**config.mk**
```make
export PLATFORM = sky130hd
export DESIGN_NAME = axi_master_burst
export DESIGN_NICKNAME = d
export VERILOG_FILES = /design/src/rtl/axi_bus_pkg.sv /design/src/rtl/axi_beat_hold_reg.sv /design/src/rtl/axi_master_burst.sv
export SDC_FILE = /design/constraint.sdc
export NUM_CORES = 1
export LEC_CHECK = 0
export ABC_AREA = 1
export CORE_AREA = 2 2 137 139
export DETAILED_ROUTE_END_ITERATION = 10
export DIE_AREA = 0 0 139 141
export PLACE_DENSITY = 0.78
export SLEW_MARGIN = 40
export SYNTH_ARGS = -nofsm -noshare
export SYNTH_HDL_FRONTEND = slang
export SYNTH_SLANG_ARGS = --single-unit
```
**constraint.sdc**
```tcl
create_clock -name clk -period 3.2 [get_ports clk]
set_input_delay 0.48 -clock clk [delete_from_list [all_inputs] [get_ports clk]]
set_output_delay 0.48 -clock clk [all_outputs]
set_load 0.01 [all_outputs]
```
**src/rtl/axi_bus_pkg.sv**
```systemverilog
// axi_bus_pkg: shared widths and FSM state types for the
// simplified AXI4-style bus initiators.
package axi_bus_pkg;
  localparam int ADDR_W = 32;
  localparam int DATA_W = 32;
  localparam int LEN_W  = 8;
  localparam int ID_W   = 4;

  typedef enum logic [1:0] {
    W_IDLE, W_ADDR, W_DATA, W_DONE
  } wr_state_t;

  typedef enum logic [1:0] {
    R_IDLE, R_ADDR, R_DATA, R_DONE
  } rd_state_t;
endpackage

```
**src/rtl/axi_beat_hold_reg.sv**
```systemverilog
// axi_beat_hold_reg: one-entry valid/ready hold register.
// Accepts a new beat in the same cycle the held one drains.
module axi_beat_hold_reg #(
  parameter int W = 36
) (
  input  logic         clk,
  input  logic         rstn,
  input  logic [W-1:0] in_data_i,
  input  logic         in_valid_i,
  output logic         in_ready_o,
  output logic [W-1:0] out_data_o,
  output logic         out_valid_o,
  input  logic         out_ready_i
);
  logic [W-1:0] data_q;
  logic         full_q;

  assign in_ready_o  = !full_q || out_ready_i;
  assign out_valid_o = full_q;
  assign out_data_o  = data_q;

  // load on input handshake, empty on output handshake
  always_ff @(posedge clk) begin
    if (!rstn) begin
      data_q <= '0;
      full_q <= 1'b0;
    end else if (in_valid_i && in_ready_o) begin
      data_q <= in_data_i;
      full_q <= 1'b1;
    end else if (out_ready_i) begin
      full_q <= 1'b0;
    end
  end
endmodule

```
**src/rtl/axi_master_burst.sv**
```systemverilog
// axi_master_burst: burst initiator for the simplified AXI4-style bus.
// Independent write/read FSMs, one burst outstanding per path.
module axi_master_burst #(
  parameter int ADDR_W = axi_bus_pkg::ADDR_W,
  parameter int DATA_W = axi_bus_pkg::DATA_W,
  parameter int LEN_W  = axi_bus_pkg::LEN_W,
  parameter int ID_W   = axi_bus_pkg::ID_W
) (
  input  logic              clk,
  input  logic              rstn,
  input  logic              wr_cmd_valid,
  output logic              wr_cmd_ready,
  input  logic [ADDR_W-1:0] wr_cmd_addr,
  input  logic [LEN_W-1:0]  wr_cmd_len,
  input  logic [ID_W-1:0]   wr_cmd_id,
  input  logic [DATA_W-1:0] wr_usr_data,
  input  logic [DATA_W/8-1:0] wr_usr_strb,
  input  logic              wr_usr_valid,
  output logic              wr_usr_ready,
  output logic              wr_done,
  output logic [ID_W-1:0]   wr_done_id,
  input  logic              rd_cmd_valid,
  output logic              rd_cmd_ready,
  input  logic [ADDR_W-1:0] rd_cmd_addr,
  input  logic [LEN_W-1:0]  rd_cmd_len,
  input  logic [ID_W-1:0]   rd_cmd_id,
  output logic [DATA_W-1:0] rd_usr_data,
  output logic [ID_W-1:0]   rd_usr_id,
  output logic              rd_usr_last,
  output logic              rd_usr_valid,
  input  logic              rd_usr_ready,
  output logic              rd_done,
  output logic              rd_err,
  output logic [ADDR_W-1:0] WR_ADDR,
  output logic [LEN_W-1:0]  WR_LEN,
  output logic [ID_W-1:0]   WR_ID,
  output logic              WR_ADDR_VALID,
  input  logic              WR_ADDR_READY,
  output logic [DATA_W-1:0] WR_DATA,
  output logic [DATA_W/8-1:0] WR_STRB,
  output logic              WR_DATA_VALID,
  output logic              WR_DATA_LAST,
  input  logic              WR_DATA_READY,
  input  logic [ID_W-1:0]   WR_BACK_ID,
  output logic [ADDR_W-1:0] RD_ADDR,
  output logic [LEN_W-1:0]  RD_LEN,
  output logic [ID_W-1:0]   RD_ID,
  output logic              RD_ADDR_VALID,
  input  logic              RD_ADDR_READY,
  input  logic [DATA_W-1:0] RD_DATA,
  input  logic [ID_W-1:0]   RD_BACK_ID,
  input  logic              RD_DATA_LAST,
  input  logic              RD_DATA_VALID,
  output logic              RD_DATA_READY
);
  import axi_bus_pkg::*;

  localparam int SW = DATA_W / 8;
  localparam logic [LEN_W:0] ONE = 1;

  wr_state_t         ws_q, ws_d;
  logic [ADDR_W-1:0] waddr_q, waddr_d;
  logic [LEN_W-1:0]  wlen_q, wlen_d;
  logic [ID_W-1:0]   wid_q, wid_d;
  logic [LEN_W:0]    wld_q, wld_d;
  logic [LEN_W:0]    wsnt_q, wsnt_d;

  rd_state_t         rs_q, rs_d;
  logic [ADDR_W-1:0] raddr_q, raddr_d;
  logic [LEN_W-1:0]  rlen_q, rlen_d;
  logic [ID_W-1:0]   rid_q, rid_d;
  logic [LEN_W:0]    rcnt_q, rcnt_d;
  logic              rerr_q, rerr_d;

  logic w_more, h_in_valid, h_in_ready, w_hs;
  logic r_hs, r_last;

  // write path: user beats flow through the hold register to the bus
  assign w_more       = wld_q <= {1'b0, wlen_q};
  assign h_in_valid   = (ws_q == W_DATA) && w_more && wr_usr_valid;
  assign wr_usr_ready = (ws_q == W_DATA) && w_more && h_in_ready;
  assign w_hs         = WR_DATA_VALID && WR_DATA_READY;
  assign WR_DATA_LAST = WR_DATA_VALID && (wsnt_q == {1'b0, wlen_q});

  axi_beat_hold_reg #(.W(DATA_W + SW)) u_hold (
    .clk         (clk),
    .rstn        (rstn),
    .in_data_i   ({wr_usr_strb, wr_usr_data}),
    .in_valid_i  (h_in_valid),
    .in_ready_o  (h_in_ready),
    .out_data_o  ({WR_STRB, WR_DATA}),
    .out_valid_o (WR_DATA_VALID),
    .out_ready_i (WR_DATA_READY)
  );

  assign wr_cmd_ready  = (ws_q == W_IDLE) && rstn;
  assign WR_ADDR       = waddr_q;
  assign WR_LEN        = wlen_q;
  assign WR_ID         = wid_q;
  assign WR_ADDR_VALID = ws_q == W_ADDR;
  assign wr_done       = ws_q == W_DONE;
  assign wr_done_id    = wid_q;

  // write FSM next state and beat counters
  always_comb begin
    ws_d    = ws_q;
    waddr_d = waddr_q;
    wlen_d  = wlen_q;
    wid_d   = wid_q;
    wld_d   = wld_q;
    wsnt_d  = wsnt_q;
    unique case (ws_q)
      W_IDLE: if (wr_cmd_valid && wr_cmd_ready) begin
        waddr_d = wr_cmd_addr;
        wlen_d  = wr_cmd_len;
        wid_d   = wr_cmd_id;
        wld_d   = '0;
        wsnt_d  = '0;
        ws_d    = W_ADDR;
      end
      W_ADDR: if (WR_ADDR_READY) ws_d = W_DATA;
      W_DATA: begin
        if (wr_usr_valid && wr_usr_ready) wld_d = wld_q + ONE;
        if (w_hs) begin
          wsnt_d = wsnt_q + ONE;
          if (WR_DATA_LAST) ws_d = W_DONE;
        end
      end
      W_DONE: ws_d = W_IDLE;
      default: ws_d = W_IDLE;
    endcase
  end

  // write path state registers
  always_ff @(posedge clk) begin
    if (!rstn) begin
      ws_q    <= W_IDLE;
      waddr_q <= '0;
      wlen_q  <= '0;
      wid_q   <= '0;
      wld_q   <= '0;
      wsnt_q  <= '0;
    end else begin
      ws_q    <= ws_d;
      waddr_q <= waddr_d;
      wlen_q  <= wlen_d;
      wid_q   <= wid_d;
      wld_q   <= wld_d;
      wsnt_q  <= wsnt_d;
    end
  end

  // read path: bus data passes straight through to the user
  assign r_last        = rcnt_q == {1'b0, rlen_q};
  assign RD_DATA_READY = (rs_q == R_DATA) && rd_usr_ready;
  assign rd_usr_valid  = (rs_q == R_DATA) && RD_DATA_VALID;
  assign rd_usr_data   = RD_DATA;
  assign rd_usr_id     = RD_BACK_ID;
  assign rd_usr_last   = (rs_q == R_DATA) && r_last;
  assign r_hs          = RD_DATA_VALID && RD_DATA_READY;

  assign rd_cmd_ready  = (rs_q == R_IDLE) && rstn;
  assign RD_ADDR       = raddr_q;
  assign RD_LEN        = rlen_q;
  assign RD_ID         = rid_q;
  assign RD_ADDR_VALID = rs_q == R_ADDR;
  assign rd_done       = rs_q == R_DONE;
  assign rd_err        = rerr_q;

  // read FSM next state, beat counter and protocol check
  always_comb begin
    rs_d    = rs_q;
    raddr_d = raddr_q;
    rlen_d  = rlen_q;
    rid_d   = rid_q;
    rcnt_d  = rcnt_q;
    rerr_d  = rerr_q;
    unique case (rs_q)
      R_IDLE: if (rd_cmd_valid && rd_cmd_ready) begin
        raddr_d = rd_cmd_addr;
        rlen_d  = rd_cmd_len;
        rid_d   = rd_cmd_id;
        rcnt_d  = '0;
        rerr_d  = 1'b0;
        rs_d    = R_ADDR;
      end
      R_ADDR: if (RD_ADDR_READY) rs_d = R_DATA;
      R_DATA: if (r_hs) begin
        if (RD_BACK_ID != rid_q || RD_DATA_LAST != r_last)
          rerr_d = 1'b1;
        rcnt_d = rcnt_q + ONE;
        if (r_last) rs_d = R_DONE;
      end
      R_DONE: rs_d = R_IDLE;
      default: rs_d = R_IDLE;
    endcase
  end

  // read path state registers
  always_ff @(posedge clk) begin
    if (!rstn) begin
      rs_q    <= R_IDLE;
      raddr_q <= '0;
      rlen_q  <= '0;
      rid_q   <= '0;
      rcnt_q  <= '0;
      rerr_q  <= 1'b0;
    end else begin
      rs_q    <= rs_d;
      raddr_q <= raddr_d;
      rlen_q  <= rlen_d;
      rid_q   <= rid_d;
      rcnt_q  <= rcnt_d;
      rerr_q  <= rerr_d;
    end
  end

  a_wr_back_id: assert property (@(posedge clk) disable iff (!rstn)
    w_hs |-> WR_BACK_ID == wid_q);
endmodule

```
==> reports/results.ini, run 1 <==
[status]
status = complete, no violations

[sta]
skew_ns = 0.009678
finalHoldViolations = 0
period_share = 0.9226
slew_violations = 0
rsz0062_at_grt = no
finalSetupViolCount = 0
maxSlewHeadroom = 0.5451
tns_ns = 0
post-route-min-period_ns = 2.952
hold_slack_ns = 0.4488
fmax_mhz = 338.7
worst_pin_slew_ns = 0.6824

[synthesis]
syn_avg_cell_area_um2 = 7.478
synth-edff-count = 0
synth_most_common_cell = nand2_1
syn_inst = 932
seq_area_frac_synth = 0.4510
mappedNetlistArea_mm2 = 0.006969
ys_warn_count = 0
ys.flop_type = dfxtp_1
synth_compound_area_frac = 0.09372
yosys-top-cells-area = dfxtp_1, nand2_1, nand3_1, a21oi_1, buf_4
muxShareOfSynthArea = 0
yosys.area.top_type = dfxtp_1
yosys-top-cells-count = nand2_1, dfxtp_1, nand3_1, a21oi_1, inv_1
synth_nets = 1127
synth_async_sr_flop_share = 0
yosys.area_share.xor_xnor = 0.01257
synthAdderAreaFrac = 0.03591
yosysTopAreaCellShare = 0.4510
ys_ff_latch = 157
synth_top_family_by_area = simple AND/OR/NAND/NOR gates
ys_types = 41
synthSimpleGateAreaFrac = 0.3002

[pwr]
p_leak_nw = 4.224
ir_drop_uv = 357.1
pwr_density_cell_mw_per_mm2 = 671.0

[route]
drt_iter0_drc = 319
viasPerCell = 4.841
drt-total-wl_um = 19460
drtPass1Iterations = 5
vias = 6802
wl_per_cell_um = 13.85
drc = 0
final_antenna_net_count = 0

[clocking]
clock_latency_ns = 0.41
cts_sinks = 157
clk_pin_slew_ns = 0.06
cts_setup_buffers = 0
numCtsBuffers = 17
cts_tree = built
clk_path_buf_depth = 2
h-tree-depth = 4
ctsHoldBuffers = 0
cts.root.buffer_cell = clkbuf_16
cts-resized-gates = 0

[critical_path]
rr_startpoint = WR_LEN[3]
start_kind = register
worst_setup_path_end_kind = output pin
crit_fanout = 5
critPathLaunch = WR_LEN[3]
crit_path_end = wr_usr_ready
critPathKind = register to output pin
reg2reg_to = u_hold.out_data_o[1]
required_ns = 2.72
worstPathArrival_ns = 2.47
reg2reg_depth = 9
reg2reg_slack_ns = 0.95

[grt]
antenna_found_initial = 0
grt-ovfl-total = 0
grt_max_degree = 67
grt_pass1_wl_um = 31460
grt_util_all_layers = 0.1934
grt_pass1_vias = 6420

[layout]
area_growth_pct = 47.59
fin_util = 0.5631
nets = 1354
final_area_mm2 = 0.01029
drive_above_1_share = 0.05636
stdcell_count = 1405
diodes = 0

[die]
dieArea_mm2 = 0.01960
io_pins = 352
initial_core_util = 0.3815
core_mm2 = 0.01827
die_w_um = 139
rows = 50
die_h_um = 141

[min_path]
hold_class = register to register

[place]
dp_hpwl_um = 14160
dp.cells = 1374
portBuffers = 283
gp_congestion = 0.8722
placed_area_mm2 = 0.009672

[job]
maxCapViolCount = 0

==> registers in the layout, summed over array words and instances (netlist names) <==
register	flops
u_hold.out_data_o	36
u_hold.out_valid_o	1
ws_q	2
RD_ADDR	32
RD_ID	4
WR_ID	4
rd_err	1
rcnt_q	9
wld_q	9
wsnt_q	9
RD_LEN	8
WR_LEN	8
WR_ADDR	32
rs_q	2
==> critical path: stages (launching register included) <==
cell	delay, ns
dfxtp_1	0.42
inv_1	0.10
ha_1	0.29
nand2_1	0.06
nor2_1	0.16
nand4_1	0.21
a21boi_4	0.25
clkdlybuf4s50_1	0.58
==> layout make-up <==
cell class                 count  area (um^2)
tap                          234        292.8
clock buffer                  19        452.9
clock inverter                12        161.4
inverter                      64        240.2
timing repair buffer         294         2913
fill                        1703         7981
sequential                   157         3143
multi-input combinational    625         3083
==> worst min path at each step <==
stage | from | end | slack, ns | cells past startpoint
after detailed placement | rd_err | rd_err | 0.44 | 2
after floorplan | rcnt_q[6] | rcnt_q[6] | 0.46 | 2
final | rd_err | rd_err | 0.45 | 2
after global routing | RD_ADDR[28] | RD_ADDR[28] | 0.48 | 2
after global placement | rd_err | rd_err | 0.44 | 2
after CTS | rd_err | rd_err | 0.45 | 2
==> per-stage QoR <==
stage	setup WS (ns)	power, W
6_report	0.2476	0.006902
5_1_grt	0.02815	0.007339
3_5_place_dp	0.6600	0.004847
3_3_place_gp	0.6877	0.004799
4_1_cts	0.2233	0.006976
2_1_floorplan	1.144	0.003825
==> cells by family (layout without fill, tap and decap cells) <==
group                      after synthesis  count (layout)
xor gates and xnor gates                10              10
adders and majority gates               20              20
AOI/OAI and AO/OA                      116             116
DFF                                    157             157
and+or+nand+nor                        479             479
buffers and inverters                  150             389
==> power by group <==
group	leakage (nW)	internal, W	switching, W
registers	1.28	0.00227	0.000210
clock network	0.292	0.00127	0.000828
logic	2.65	0.00109	0.00123
==> layout by cell type, fill, tap and decap left out, types with 3 or more instances in the layout <==
cell type	n
o2111ai_1	3
clkinv_4	3
nand4_1	4
a211oi_1	4
nand2_4	3
o21ai_0	20
nor2_1	45
nor4_1	3
nand3_1	130
dfxtp_1	157
o22ai_1	4
inv_1	56
clkbuf_16	17
inv_2	6
nor3_1	13
a21oi_1	76
bufinv_16	3
clkdlybuf4s50_1	282
buf_4	12
nor3b_1	4
clkinvlp_4	3
ha_1	20
nand2_1	263
nand3_2	4
xor2_1	9
==> routing by layer <==
metal,track usage,vias up,routed length (um)
met3,0.07337,38,1683
met2,0.3230,265,9235
met1,0.2305,3051,8114
met4,0.06273,0,427
li1,-,3448,-
met5,0,-,0
Power figures use the tool's default switching activity.
==> run 2, diff against run 1 <==
GPL_ROUTABILITY_DRIVEN = 0   (was unset)
==> run 2 against run 1 <==
Count of clock-buffer cells in the layout decreased by 1. Fmax decreased by 0.17%. Combinational power about the same. Cell count about the same. Critical path depth unchanged. Non-clock buffer count unchanged. Cell area decreased by 0.12%. Core utilization decreased by 0.068 points. First-iteration DRC count increased by 6.0%. Die area unchanged. Register-to-register slack improved by 0.04 ns. Sequential share of layout area about the same. Critical endpoint unchanged.
==> reports/results.ini, run 2 (same netlist as run 1, synthesis figures left out) <==
[grt]
grt_max_degree = 66
grt_util_all_layers = 0.1966
antenna_found_initial = 0
grt-ovfl-total = 0
grt_pass1_wl_um = 31800
grt_pass1_vias = 6490

[layout]
final_common_cell = clkdlybuf4s50_1
n_fill_cell = 1676
diodes = 0
drive_above_1_share = 0.05631
area_growth_pct = 47.41
final_cell_mix = clkdlybuf4s50_1, nand2_1, dfxtp_1, nand3_1, a21oi_1
largest_reg_flops = 36
fin_util = 0.5624
regArea_mm2 = 0.003143
multi_input_area_mm2 = 0.003083
nets = 1354

[die]
die_w_um = 139
die_h_um = 141
dieArea_mm2 = 0.01960
io_pins = 352
initial_core_util = 0.3815
core_mm2 = 0.01827
rows = 50

[clocking]
ctsHoldBuffers = 0
cts_tree = built
clk_path_buf_depth = 2
cts_sinks = 157
cts-resized-gates = 0
clk_pin_slew_ns = 0.06
clock_latency_ns = 0.42
h-tree-depth = 4
numCtsBuffers = 17
cts_setup_buffers = 0
cts.root.buffer_cell = clkbuf_16

[critical_path]
reg2reg_depth = 9
critPathKind = register to output pin
worst_setup_path_end_kind = output pin
worstPathArrival_ns = 2.48
reg2reg_to = u_hold.out_data_o[1]
reg2reg_slack_ns = 0.99
crit_fanout = 5
required_ns = 2.72
rr_startpoint = WR_LEN[3]
start_kind = register

[place]
portBuffers = 283
dp_hpwl_um = 13930

[pwr]
ir_drop_uv = 389.3
p_leak_nw = 4.221
pwr_density_cell_mw_per_mm2 = 667.1

[sta]
fmax_mhz = 338.1
tns_ns = 0
finalSetupViolCount = 0
worst_pin_slew_ns = 0.6697
period_share = 0.9242
maxSlewHeadroom = 0.5535
skew_ns = 0.008592
rsz0062_at_grt = no
post-route-min-period_ns = 2.958
slew_violations = 0
finalHoldViolations = 0

[route]
drc = 0
drt-total-wl_um = 19350
wl_per_cell_um = 13.76
viasPerCell = 4.878
drt_iter0_drc = 338
vias = 6859
final_antenna_net_count = 0
drtPass1Iterations = 4

[job]
maxCapViolCount = 0

[status]
status = complete, no violations

[min_path]
min_to = rd_err
min_from = rd_err
min_path_cells = 2
hold_class = register to register

## run 2: per-layer routing
layer | vias to the layer above | wire, um | global-route usage
li1 | 3461 | - | -
met1 | 3084 | 8274 | 0.2364
met2 | 276 | 8920 | 0.3205
met3 | 38 | 1706 | 0.07201
met4 | 0 | 450 | 0.07921
met5 | - | 0 | 0
## run 2: worst max path at each step
| stage | from | endpoint | slack [ns] | depth (start not counted) |
|---|---|---|---|---|
| after floorplan | WR_LEN[3] | wr_usr_ready | 1.14 | 7 |
| after global placement | WR_DATA_READY | wr_usr_ready | 0.68 | 5 |
| after detailed placement | WR_DATA_READY | wr_usr_ready | 0.66 | 5 |
| after CTS | WR_LEN[3] | wr_usr_ready | 0.21 | 7 |
| after global routing | WR_LEN[3] | wr_usr_ready | 0.07 | 7 |
| final | WR_LEN[3] | wr_usr_ready | 0.24 | 7 |
## run 2: report_power, final
part | switching, W | leakage, nW | internal (W) | total, W
logic | 0.00123 | 2.65 | 0.00110 | 0.00233
clock network | 0.000874 | 0.286 | 0.00117 | 0.00204
registers | 0.000211 | 1.28 | 0.00227 | 0.00248
## run 2: final cells by class
| type | instances | area share |
|---|---|---|
| inverter | 64 | 0.02338 |
| multi-input combinational | 625 | 0.3001 |
| sequential | 157 | 0.3059 |
| tap | 234 | 0.02850 |
| clock buffer | 18 | 0.04177 |
| clock inverter | 14 | 0.01559 |
| timing repair buffer | 294 | 0.2847 |
## run 2: worst max-delay path, stage by stage, from the launching register on
cell             delay (ns)
dfxtp_1                0.42
inv_1                  0.09
ha_1                   0.29
nand2_1                0.06
nor2_1                 0.16
nand4_1                0.22
a21boi_4               0.25
clkdlybuf4s50_1        0.58
## run 2: metrics by stage
step	power [W]	setup WS (ns)	cells	hold slack, ns	area [um^2]
2_1_floorplan	0.003825	1.144	932	0.4597	6969
3_3_place_gp	0.004808	0.6803	1374	0.4420	9684
3_5_place_dp	0.004849	0.6582	1374	0.4431	9684
4_1_cts	0.006926	0.2054	1406	0.4529	10270
5_1_grt	0.007288	0.07278	1406	0.4762	10270
6_report	0.006853	0.2425	1406	0.4535	10270
==> run 3, diff against run 2 <==
REMOVE_ABC_BUFFERS = 1   (was unset)
TNS_END_PERCENT = 5   (was unset)
==> run 3 against run 2 <==
Worst setup slack better by 0.052 ns. Critical endpoint unchanged. First-iteration DRC count up 7.7%. Routed wire length up 9.8%. Sequential cell count unchanged. Combinational power about the same. Critical path type unchanged. Global-route usage up 1.7 points.
==> reports/results.ini, run 3 (same netlist as run 1, synthesis figures left out) <==
[status]
status = complete, no violations

[sta]
post-route-min-period_ns = 2.905
worst_pin_slew_ns = 0.7026
slew_violations = 0
fmax_mhz = 344.2
tns_ns = 0
finalSetupViolCount = 0
finalHoldViolations = 0
period_share = 0.9078
fin_ws_ns = 0.2949
hold_slack_ns = 0.4597
rsz0062_at_grt = no
maxSlewHeadroom = 0.5285
skew_ns = 0.008619

[pwr]
p_seq_frac = 0.365
internal_power_w = 0.004402
clkPwrFrac = 0.294
pwr_density_cell_mw_per_mm2 = 662.5
combPwrFrac = 0.341
ir_drop_uv = 363.8
switching_share = 0.3517
p_sw_w = 0.002388
p_leak_nw = 4.218

[route]
wl_per_cell_um = 15.11
viasPerCell = 4.909
drtPass1Iterations = 5
drc = 0
drt_iter0_drc = 364
drt-total-wl_um = 21260
vias = 6907
final_antenna_net_count = 0

[clocking]
ctsHoldBuffers = 0
cts_setup_buffers = 0
numCtsBuffers = 17
clock_latency_ns = 0.42
h-tree-depth = 4
cts.root.buffer_cell = clkbuf_16
cts_tree = built
clk_pin_slew_ns = 0.07
cts-resized-gates = 0
clk_path_buf_depth = 2
cts_sinks = 157

[min_path]
hold_class = register to register
min_to = rd_err
min_from = rd_err
min_path_cells = 2

[die]
die_w_um = 139
core_mm2 = 0.01827
dieArea_mm2 = 0.01960
initial_core_util = 0.3815
io_pins = 352
rows = 50
die_h_um = 141

[layout]
final_area_mm2 = 0.01025
drive_above_1_share = 0.05797
fin_util = 0.5610
final_common_cell = clkdlybuf4s50_1
diodes = 0
area_growth_pct = 47.06
final_cell_mix = clkdlybuf4s50_1, nand2_1, dfxtp_1, nand3_1, a21oi_1
n_fill_cell = 1708
nets = 1355
largest_reg_flops = 36

[grt]
grt_max_degree = 68
grt-ovfl-total = 0
grt_util_all_layers = 0.2141
antenna_found_initial = 0
grt_pass1_wl_um = 33620
grt_pass1_vias = 6602

[critical_path]
reg2reg_to = u_hold.out_data_o[35]
reg2reg_slack_ns = 1.04
worst_setup_path_end_kind = output pin
rr_startpoint = WR_LEN[3]
reg2reg_depth = 9
required_ns = 2.72
start_kind = register
critPathKind = register to output pin
crit_fanout = 5
worstPathArrival_ns = 2.43

[place]
dp_hpwl_um = 15640
portBuffers = 283
placed_area_mm2 = 0.009677
dpl_worst_slack_ns = 0.6961

[job]
maxCapViolCount = 0

[run 3: changes by cell type in the layout (fill, tap and decap cells not counted), sizes merged]
cell      previous run  this run
inv                 68        74
bufinv               2         0
clkinv               6         4
buf                 12        13
clkbuf              18        17
clkinvlp             2         1
[run 3: area by class of cell]
| cell class | count | area (um^2) | share of cell area |
|---|---|---|---|
| clock inverters | 15 | 146.4 | 0.01428 |
| repair buffers | 295 | 2918 | 0.2847 |
| well taps | 234 | 292.8 | 0.02857 |
| clock buffers | 17 | 425.4 | 0.04151 |
| flip-flops and latches | 157 | 3143 | 0.3067 |
| inverters | 64 | 240.2 | 0.02344 |
| multi-input cells | 625 | 3083 | 0.3008 |
[run 3: worst max-delay path: stages, from the launching register on]
cell,delay (ns)
dfxtp_1,0.40
inv_1,0.09
ha_1,0.28
nand2_1,0.05
nor2_1,0.17
nand4_1,0.21
a21boi_4,0.23
clkdlybuf4s50_1,0.58
[run 3: power by group through the flow]
stage | registers, W | logic, W | clock network, W
after floorplan | 0.00262 | 0.00107 | 0
after global placement | 0.00251 | 0.00229 | 0
after detailed placement | 0.00252 | 0.00232 | 0
after CTS | 0.00248 | 0.00234 | 0.00204
after global routing | 0.00252 | 0.00257 | 0.00212
final | 0.00248 | 0.00232 | 0.00199
[run 3: worst max path at each step]
stage / start / to / slack (ns) / depth (start not counted)
final: WR_LEN[3] / wr_usr_ready / 0.29 / 7
after global routing: WR_LEN[1] / wr_usr_ready / 0.14 / 7
after global placement: WR_DATA_READY / wr_usr_ready / 0.70 / 5
after floorplan: ws_q[0] / WR_ADDR[0] / 0.78 / 8
after detailed placement: WR_DATA_READY / wr_usr_ready / 0.70 / 5
after CTS: WR_LEN[3] / wr_usr_ready / 0.23 / 7
[run 3: through the flow]
stage               power [W]  instances
floorplan            0.003692        846
global placement     0.004794       1375
detailed placement   0.004844       1375
CTS                  0.006864       1407
global route         0.007223       1407
finish               0.006790       1407
[run 3: per-layer routing]
layer	up-vias	global-route usage	routed length, um
li1	3452	-	-
met1	3141	0.2589	8926
met2	287	0.3383	9628
met3	25	0.09986	2305
met4	2	0.06433	308
met5	-	0.03008	87
